===== src/rtl/rcs_pkg.sv =====
// Shared definitions for the bit-serial ripple-borrow subtractor: FSM encoding and default width.
// No logic and no latency of its own.
package rcs_pkg;

  localparam int RCS_N_DEFAULT = 8;

  typedef enum logic [1:0] {
    IDLE = 2'd0,
    RUN  = 2'd1,
    DONE = 2'd2
  } state_t;

endpackage


===== src/rtl/seq_ripple_subtractor_if.sv =====
// Request/result bundle between a controller (master) and the serial subtractor (slave).
// Optional ovf result bit exists only when RCS_SIGNED_OVF_EN is defined.
interface seq_ripple_subtractor_if
  import rcs_pkg::*;
#(
  parameter int N = RCS_N_DEFAULT
);

  logic         start;
  logic [N-1:0] a;
  logic [N-1:0] b;
  logic         borrow_in;
  logic         busy;
  logic         done;
  logic [N-1:0] diff_out;
  logic         borrow_out;
`ifdef RCS_SIGNED_OVF_EN
  logic         ovf;
`endif

  modport master (
    output start, a, b, borrow_in,
`ifdef RCS_SIGNED_OVF_EN
    input  ovf,
`endif
    input  busy, done, diff_out, borrow_out
  );

  modport slave (
    input  start, a, b, borrow_in,
`ifdef RCS_SIGNED_OVF_EN
    output ovf,
`endif
    output busy, done, diff_out, borrow_out
  );

endinterface


===== src/rtl/full_subtractor.sv =====
// 1-bit full subtractor: d = x - y - bin, bout set when the bit position underflows.
// Purely combinational, zero latency, no flow control.
module full_subtractor (
  input  logic x,
  input  logic y,
  input  logic bin,
  output logic d,
  output logic bout
);

  logic w_xy;

  assign w_xy = x ^ y;
  assign d    = w_xy ^ bin;
  assign bout = (~x & y) | (~w_xy & bin);

endmodule


===== src/rtl/seq_ripple_subtractor.sv =====
// Bit-serial a - b - borrow_in, LSB first; done pulses N+1 cycles after start is sampled, start ignored while busy.
// RCS_SIGNED_OVF_EN adds a registered two's-complement overflow flag alongside diff_out.
module seq_ripple_subtractor
  import rcs_pkg::*;
#(
  parameter int N = RCS_N_DEFAULT
) (
  input  logic                    clk,
  input  logic                    rst_n,
  seq_ripple_subtractor_if.slave  s
);

  localparam int            CW   = (N > 1) ? $clog2(N) : 1;
  localparam logic [CW-1:0] LAST = CW'(N - 1);

  state_t        r_state;
  state_t        w_state_nxt;
  logic [N-1:0]  r_a;
  logic [N-1:0]  r_b;
  logic [N-1:0]  r_sh;
  logic [N-1:0]  r_diff;
  logic [CW-1:0] r_cnt;
  logic          r_br;
  logic          r_bout;
  logic          w_d;
  logic          w_bout;
  logic          w_accept;
  logic          w_last;
`ifdef RCS_SIGNED_OVF_EN
  logic          r_ovf;
`endif

  // Operands shift right each bit, so the cell always sees the current bit at index 0.
  full_subtractor u_fs (
    .x    (r_a[0]),
    .y    (r_b[0]),
    .bin  (r_br),
    .d    (w_d),
    .bout (w_bout)
  );

  always_ff @(posedge clk or negedge rst_n) begin
    if (!rst_n) begin
      r_state <= IDLE;
    end else begin
      r_state <= w_state_nxt;
    end
  end

  always_comb begin
    w_state_nxt = r_state;
    w_accept    = 1'b0;
    w_last      = 1'b0;
    case (r_state)
      IDLE: begin
        if (s.start) begin
          w_accept    = 1'b1;
          w_state_nxt = RUN;
        end
      end
      RUN: begin
        if (r_cnt == LAST) begin
          w_last      = 1'b1;
          w_state_nxt = DONE;
        end
      end
      DONE:    w_state_nxt = IDLE;
      default: w_state_nxt = IDLE;
    endcase
  end

  always_ff @(posedge clk or negedge rst_n) begin
    if (!rst_n) begin
      r_a    <= '0;
      r_b    <= '0;
      r_sh   <= '0;
      r_diff <= '0;
      r_cnt  <= '0;
      r_br   <= 1'b0;
      r_bout <= 1'b0;
`ifdef RCS_SIGNED_OVF_EN
      r_ovf  <= 1'b0;
`endif
    end else if (w_accept) begin
      r_a   <= s.a;
      r_b   <= s.b;
      r_br  <= s.borrow_in;
      r_sh  <= '0;
      r_cnt <= '0;
    end else if (r_state == RUN) begin
      r_a  <= r_a >> 1;
      r_b  <= r_b >> 1;
      r_br <= w_bout;
      r_sh <= {w_d, r_sh[N-1:1]};
      if (w_last) begin
        r_diff <= {w_d, r_sh[N-1:1]};
        r_bout <= w_bout;
`ifdef RCS_SIGNED_OVF_EN
        // On the last bit r_a[0]/r_b[0] are the operand sign bits.
        r_ovf  <= (r_a[0] ^ r_b[0]) & (r_a[0] ^ w_d);
`endif
      end else begin
        r_cnt <= r_cnt + 1'b1;
      end
    end
  end

  assign s.busy       = (r_state != IDLE);
  assign s.done       = (r_state == DONE);
  assign s.diff_out   = r_diff;
  assign s.borrow_out = r_bout;
`ifdef RCS_SIGNED_OVF_EN
  assign s.ovf        = r_ovf;
`endif

endmodule


===== src/flat_wrapper.sv =====
// flat-port wrapper written by rule: the top's interface ports become plain ports
module seq_ripple_subtractor_flat import rcs_pkg::*;
#(
  parameter int N = RCS_N_DEFAULT
)
  (clk, rst_n, s_start, s_a, s_b, s_borrow_in, s_busy, s_done, s_diff_out, s_borrow_out);
  seq_ripple_subtractor_if #(.N(N)) s_i ();
  input  logic clk;
  input  logic rst_n;
  input wire logic [$bits(s_i.start)-1:0] s_start;
  input wire logic [$bits(s_i.a)-1:0] s_a;
  input wire logic [$bits(s_i.b)-1:0] s_b;
  input wire logic [$bits(s_i.borrow_in)-1:0] s_borrow_in;
  output wire logic [$bits(s_i.busy)-1:0] s_busy;
  output wire logic [$bits(s_i.done)-1:0] s_done;
  output wire logic [$bits(s_i.diff_out)-1:0] s_diff_out;
  output wire logic [$bits(s_i.borrow_out)-1:0] s_borrow_out;
  assign s_i.start = s_start;
  assign s_i.a = s_a;
  assign s_i.b = s_b;
  assign s_i.borrow_in = s_borrow_in;
  assign s_busy = s_i.busy;
  assign s_done = s_i.done;
  assign s_diff_out = s_i.diff_out;
  assign s_borrow_out = s_i.borrow_out;
  seq_ripple_subtractor #(.N(N)) u_core (.clk(clk), .rst_n(rst_n), .s(s_i));
endmodule

===== config.mk =====
export PLATFORM = sky130hd
export DESIGN_NAME = seq_ripple_subtractor_flat
export DESIGN_NICKNAME = d
export VERILOG_FILES = /design/src/rtl/rcs_pkg.sv /design/src/rtl/seq_ripple_subtractor_if.sv /design/src/rtl/full_subtractor.sv /design/src/rtl/seq_ripple_subtractor.sv /design/src/flat_wrapper.sv
export SDC_FILE = /design/constraint.sdc
export NUM_CORES = 1
export LEC_CHECK = 0
export CORE_ASPECT_RATIO = 0.75
export CORE_MARGIN = 2
export CORE_UTILIZATION = 57
export CTS_BUF_LIST = sky130_fd_sc_hd__clkbuf_2
export DETAILED_ROUTE_END_ITERATION = 7
export GPL_ROUTABILITY_DRIVEN = 0
export PLACE_DENSITY_LB_ADDON = 0.25
export SLEW_MARGIN = 20
export SYNTH_ARGS = -nofsm -noshare
export SYNTH_HDL_FRONTEND = slang
export SYNTH_SLANG_ARGS = --single-unit

===== constraint.sdc =====
create_clock -name clk -period 2.4 [get_ports clk]
set_input_delay 0.48 -clock clk [delete_from_list [all_inputs] [get_ports clk]]
set_output_delay 0.48 -clock clk [all_outputs]
set_load 0.01 [all_outputs]

==> results of run 1 <==
-- sequential cells by signal, indices dropped and copies added (netlist names) --
signal / flops
u_core.r_a: 8
u_core.r_cnt: 3
u_core.s.borrow_out: 1
u_core.s.diff_out: 8
u_core.r_br: 1
u_core.r_sh: 7
u_core.r_b: 8
u_core.r_state: 2
-- routing by layer --
metal  GRT usage [%]  routed length, µm  vias to the layer above
met4            12.6                140                        0
met2            37.5               1700                       67
li1                -                  -                      577
met3            6.73                282                       21
met1            32.1               1500                      627
met5               0                  0                        -
-- cell families (layout without fill, tap and decap cells) --
| kind of cell | Yosys count | in the layout | synth area share, % |
|---|---|---|---|
| buffers and inverters | 17 | 47 | 4.99 |
| AOI/OAI and AO/OA | 54 | 54 | 23.0 |
| adders and majority gates | 3 | 3 | 2.72 |
| muxes | 8 | 8 | 5.45 |
| and+or+nand+nor | 16 | 16 | 6.35 |
| DFF | 38 | 38 | 57.5 |
-- worst reg2reg max path: cells and delay by family, from the launching register on --
family	cells	cell delay [ps]
fa+ha+maj	2	510
flops	1	450
mux	1	350
simple gates	1	210
-- final cells by class --
cell class | count | area [µm²] | share of cell area [%]
Timing Repair Buffer | 32 | 315 | 15.6
Tap cell | 36 | 45.0 | 2.23
Sequential cell | 38 | 951 | 47.1
Clock inverter | 2 | 33.8 | 1.67
Multi-Input combinational cell | 81 | 621 | 30.7
Clock buffer | 5 | 25.0 | 1.24
Inverter | 8 | 30.0 | 1.49
-- power by group --
group          internal, mW  leakage (nW)  total, mW  switching (mW)
Combinational         0.516         0.392      0.973           0.456
Clock                 0.168        0.0365      0.369           0.202
Sequential            0.916         0.468       1.15           0.229
Total                  1.60         0.896       2.49           0.887
-- cells in the mapped netlist (3+ instances only) --
master      n
a2bb2oi_1   6
o2bb2ai_1   3
mux2_1      3
a21oi_1     9
nand2b_1    4
buf_2       6
dfrtp_1    38
a22o_1      7
inv_1       7
mux2_2      5
o22ai_1    20
nor2_1      3
-- worst paths after layout --
check / from / end / slack [ps]
hold / removal: rst_n / u_core.r_b[7] / 480
setup / recovery: u_core.r_state[1] / s_done / 170
hold reg to reg: u_core.s.diff_out[7] / u_core.s.diff_out[7] / 510
setup reg to reg: u_core.r_cnt[0] / u_core.s.diff_out[2] / 800
max in group asynchronous: rst_n / u_core.r_b[0] / 1580
min in group clk: u_core.s.diff_out[7] / u_core.s.diff_out[7] / 510
==> impl_metrics.py, run 1 <==
metrics = {
    "run_status": {
        "status": "completed",
    },
    "finish": {
        "final_cells": 202,
        "drive_above_1_share_pct": 11.4,
        "antenna_cells": 0,
        "postLayoutCoreUtil_pct": 75.3,
        "area_growth_pct": 22.2,
        "design_area_um2": 2020,
        "final_common_cell": "dfrtp_1",
        "nNetsFinal": 189,
        "layout_common_cells": "38 x dfrtp_1, 30 x clkdlybuf4s50_1, 20 x o22ai_1, 9 x a21oi_1",
        "fillers": 184,
    },
    "drt": {
        "avgViaCountPerCell": 6.40,
        "antenna_left": 0,
        "drc_errors": 0,
        "drt-total-wl_um": 3620,
        "first_iter_violations": 185,
        "dr.pass1.iters": 4,
        "vias": 1292,
        "post_drt_wl_per_cell_um": 17.9,
    },
    "critical_path": {
        "cp_slowest_cell": "dfrtp_1",
        "cp-start-kind": "flip-flop",
        "crit_arrival_ps": 1750,
        "worst-path-stages": 3,
        "crit_family": "buffers and inverters",
        "crit_fanout": 12,
        "cp_num_buf_inv": 2,
        "r2r_cells": 4,
        "path_class": "flip-flop to primary output",
        "slowest_delay_ps": 610,
        "worstPathRequired_ps": 1920,
        "cp-end-kind": "primary output",
        "crit_chain": "inv_1 -> nor2_1 -> clkdlybuf4s50_1",
    },
    "synthesis": {
        "ys_ff_latch": 38,
        "yosys_warnings": 0,
        "yosys.area.top_type": "dfrtp_1",
        "yosysSeqAreaShare_pct": 57.5,
        "synth.avg_cell_area_um2": 12.2,
        "async_flop_share_pct": 100,
        "syn_area_um2": 1650,
        "synth_enable_flop_cells": 0,
        "synth_top_area_share_pct": 57.5,
        "syn_inst": 136,
        "synth_area_leaders": "dfrtp_1 57%, o22ai_1 7.6%, a22o_1 3.7%, mux2_2 3.4%, a2bb2oi_1 3.2%",
        "synth_cell_type_count": 32,
        "ys.flop_type": "dfrtp_1",
        "synth_fp_nets": 159,
    },
    "timing": {
        "fin_crit_ps": 2230,
        "fin_tns_setup_ps": 0,
        "hold_viol": 0,
        "layout_setup_ws_ps": 174,
        "final.period_utilization_pct": 92.8,
        "finalSetupViolCount": 0,
        "maxSlewViolCount": 0,
        "finalClockSkew_ps": 23.6,
        "max_freq_ghz": 0.449,
        "rsz0062_at_grt": "no",
        "slew_headroom_pct": 69.4,
        "holdWs_ps": 485,
        "worst_pin_slew_ps": 458,
    },
    "clock_network": {
        "cts_hold_buf": 0,
        "numCtsBuffers": 5,
        "cts_buffer_depth": 2,
        "worstSkewPairLatency_ps": 390,
        "cts_sinks": 38,
        "htree_levels": 2,
        "cts_root_buffer": "clkbuf_2",
        "cts_tree": "built",
        "cts_setup_buffers": 0,
        "cts_resized": 0,
        "cts.clk_slew.worst_paths_ps": 190,
    },
    "global_route": {
        "grt_pass1_vias": 1289,
        "grt_pass1_wl_um": 6070,
        "grt_usage_pct": 24.5,
        "grt_antenna_before_repair": 0,
        "grt_max_degree": 39,
        "overflow": 0,
    },
    "die": {
        "dieArea_um2": 3350,
        "row_count": 16,
        "initial_utilization_pct": 61.7,
        "io_pins": 31,
        "design.core.area_um2": 2680,
        "die_w_um": 66.2,
        "chipHeight_um": 50.7,
    },
    "flow_run": {
        "max_cap_viol_count": 0,
    },
    "hold_path": {
        "hp-class": "input pin to async pin",
    },
    "power_and_ir_drop": {
        "finalPower_mw": 2.49,
        "p_leak_nw": 0.896,
        "irDropWorstVdd_v": 0.000652,
        "powerDensity_nw_per_um2": 1230,
    },
    "place": {
        "placed_area_um2": 1960,
        "post-place-ws_ps": 359,
        "io_buffers": 30,
        "dp.final_hpwl_um": 2450,
        "placed_cells": 195,
    },
}
Power figures use the tool's default switching activity.
==> run 2, diff against run 1 <==
ABC_AREA = 1   (was not set)
CORE_UTILIZATION = 59   (was 57)
==> run 2 against run 1 <==
Fmax decreased by 1.6%. Core utilization decreased by 1.6 points. Critical path depth unchanged. Hold slack got worse by 370 ps. Non-clock buffer count increased by 1. Wire length decreased by 1.4%. Register-to-register slack improved by 70 ps. Final area increased by 8.6%. Synthesized area increased by 12%.
==> impl_metrics.py, run 2 <==
metrics = {
    "critical_path": {
        "crit_fanout": 7,
        "slowest_delay_ps": 550,
        "cp-end-kind": "primary output",
        "cp-start-kind": "flip-flop",
        "path_class": "flip-flop to primary output",
        "r2r_cells": 7,
        "crit_path_end": "s_done",
        "r2r_end": "u_core.r_cnt[2]",
        "crit_arrival_ps": 1780,
        "cp_slowest_cell": "clkdlybuf4s50_1",
        "r2r-start": "u_core.r_cnt[0]",
        "crit_chain": "buf_4 -> nor2_1 -> clkdlybuf4s50_1",
        "r2r_setup_slack_ps": 870,
        "startpoint": "u_core.r_state[0]",
        "worstPathRequired_ps": 1920,
    },
    "synthesis": {
        "post-synth-top-count-cell": "nand2_1",
        "yosys_warnings": 0,
        "yosysSeqAreaShare_pct": 51.3,
        "ys.flop_type": "dfrtp_1",
        "synth_fp_nets": 251,
        "synth_cell_type_count": 18,
        "synth_area_leaders": "dfrtp_1 51%, nand2_1 23%, nand3_1 9.7%, inv_1 3.8%, buf_6 3.6%",
        "synth_common_cells": "112 x nand2_1, 38 x dfrtp_1, 36 x nand3_1, 19 x inv_1, 6 x buf_6",
        "synth_enable_flop_cells": 0,
        "yosys.area.top_type": "dfrtp_1",
        "synth.avg_cell_area_um2": 8.13,
        "async_flop_share_pct": 100,
        "syn_area_um2": 1850,
        "syn_inst": 228,
        "ys_ff_latch": 38,
        "synth_top_area_share_pct": 51.3,
    },
    "drt": {
        "drc_errors": 0,
        "first_iter_violations": 158,
        "dr.pass1.iters": 4,
        "vias": 1510,
        "antenna_left": 0,
        "avgViaCountPerCell": 5.08,
        "drt-total-wl_um": 3570,
        "post_drt_wl_per_cell_um": 12.0,
    },
    "clock_network": {
        "cts_root_buffer": "clkbuf_2",
        "htree_levels": 2,
        "cts_buffer_depth": 2,
        "cts_setup_buffers": 0,
        "numCtsBuffers": 5,
        "worstSkewPairLatency_ps": 410,
        "cts_resized": 0,
        "cts_tree": "built",
        "cts.clk_slew.worst_paths_ps": 190,
        "cts_sinks": 38,
        "cts_hold_buf": 0,
    },
    "die": {
        "io_pins": 31,
        "chipHeight_um": 52.6,
        "die_w_um": 68.7,
        "dieArea_um2": 3610,
        "initial_utilization_pct": 62.3,
        "design.core.area_um2": 2980,
        "row_count": 17,
    },
    "finish": {
        "final_common_cell": "nand2_1",
        "final_cells": 297,
        "nNetsFinal": 281,
        "seq_area_um2": 951,
        "multi_input_area_um2": 732,
        "antenna_cells": 0,
        "fillers": 240,
        "drive_above_1_share_pct": 7.72,
        "design_area_um2": 2190,
        "area_growth_pct": 18.4,
        "layout_common_cells": "112 x nand2_1, 38 x dfrtp_1, 36 x nand3_1, 29 x clkdlybuf4s50_1, 19 x inv_1",
    },
    "place": {
        "dp.final_hpwl_um": 2390,
        "io_buffers": 30,
        "placed_area_um2": 2130,
        "placed_cells": 289,
    },
    "global_route": {
        "grt_max_degree": 39,
        "grt_usage_pct": 23.7,
        "grt_pass1_vias": 1389,
        "grt_pass1_wl_um": 6170,
        "overflow": 0,
        "grt_antenna_before_repair": 0,
    },
    "power_and_ir_drop": {
        "irDropWorstVdd_v": 0.000613,
        "finalPower_mw": 2.65,
        "powerDensity_nw_per_um2": 1210,
        "p_leak_nw": 1.20,
    },
    "timing": {
        "finalClockSkew_ps": 14.9,
        "finalSetupViolCount": 0,
        "rsz0062_at_grt": "no",
        "worst_pin_slew_ps": 797,
        "holdWs_ps": 117,
        "fin_crit_ps": 2260,
        "fin_tns_setup_ps": 0,
        "maxSlewViolCount": 0,
        "max_freq_ghz": 0.442,
        "slew_headroom_pct": 46.9,
        "hold_viol": 0,
        "final.period_utilization_pct": 94.3,
    },
    "flow_run": {
        "max_cap_viol_count": 0,
    },
    "run_status": {
        "status": "completed",
    },
    "hold_path": {
        "hp-class": "input pin to async pin",
    },
}
[run 2: layout make-up]
class,instances,area share (%)
timing repair buffer,33,14.5
clock inverter,1,1.37
tap,38,2.17
multi-input combinational,159,33.4
inverter,21,3.71
sequential,38,43.3
clock buffer,7,1.60
[run 2: per-stage QoR]
stage / util (%) / setup slack [ps]
3_5_place_dp: 71.5 / 605
3_3_place_gp: 71.5 / 656
5_1_grt: 73.7 / 77.7
2_1_floorplan: - / 1020
4_1_cts: 73.7 / 130
6_report: 73.7 / 137
[run 2: layer usage]
metal	vias to the layer above	GRT usage [%]	part of all wire, %
met4	0	9.80	1.9
met1	714	32.2	49
met2	32	36.4	45
li1	757	-	-
met5	-	0	0
met3	7	5.81	3.9
[run 2: worst min-delay path by stage]
stage / end / slack, ps / start / depth (start not counted)
floorplan: u_core.r_a[0] / 180 / rst_n / 0
finish: u_core.r_b[4] / 120 / rst_n / 1
detailed placement: u_core.s.diff_out[1] / 460 / u_core.s.diff_out[1] / 2
global placement: u_core.r_sh[1] / 450 / u_core.r_sh[1] / 2
global route: u_core.s.diff_out[0] / 190 / rst_n / 1
CTS: u_core.r_b[4] / 160 / rst_n / 1
[run 2: power breakdown]
part           leakage (nW)  total (mW)  switching [mW]  internal [mW]
logic                 0.679        1.13           0.650          0.482
clock network        0.0432       0.400           0.214          0.186
registers             0.479        1.12           0.185          0.930
total                  1.20        2.65            1.05           1.60
[run 2: cell families after synthesis]
logic type / share of synthesized area [%]
buffers and inverters: 9.24
DFF: 51.3
AOI/OAI and AO/OA: 0.877
adders and majority gates: 2.43
and+or+nand+nor: 36.2
[run 2: critical path, delay by kind of cell, from the launching register on]
| family | cells | cell delay (ps) |
|---|---|---|
| DFF | 1 | 490 |
| buffers and inverters | 2 | 750 |
| and+or+nand+nor | 1 | 130 |
==> run 3, diff against run 2 <==
CTS_CLUSTER_SIZE = 20   (was not set)
==> results of run 3 <==
Same layout as run 2: the final DEF is identical, and so are final timing and power.
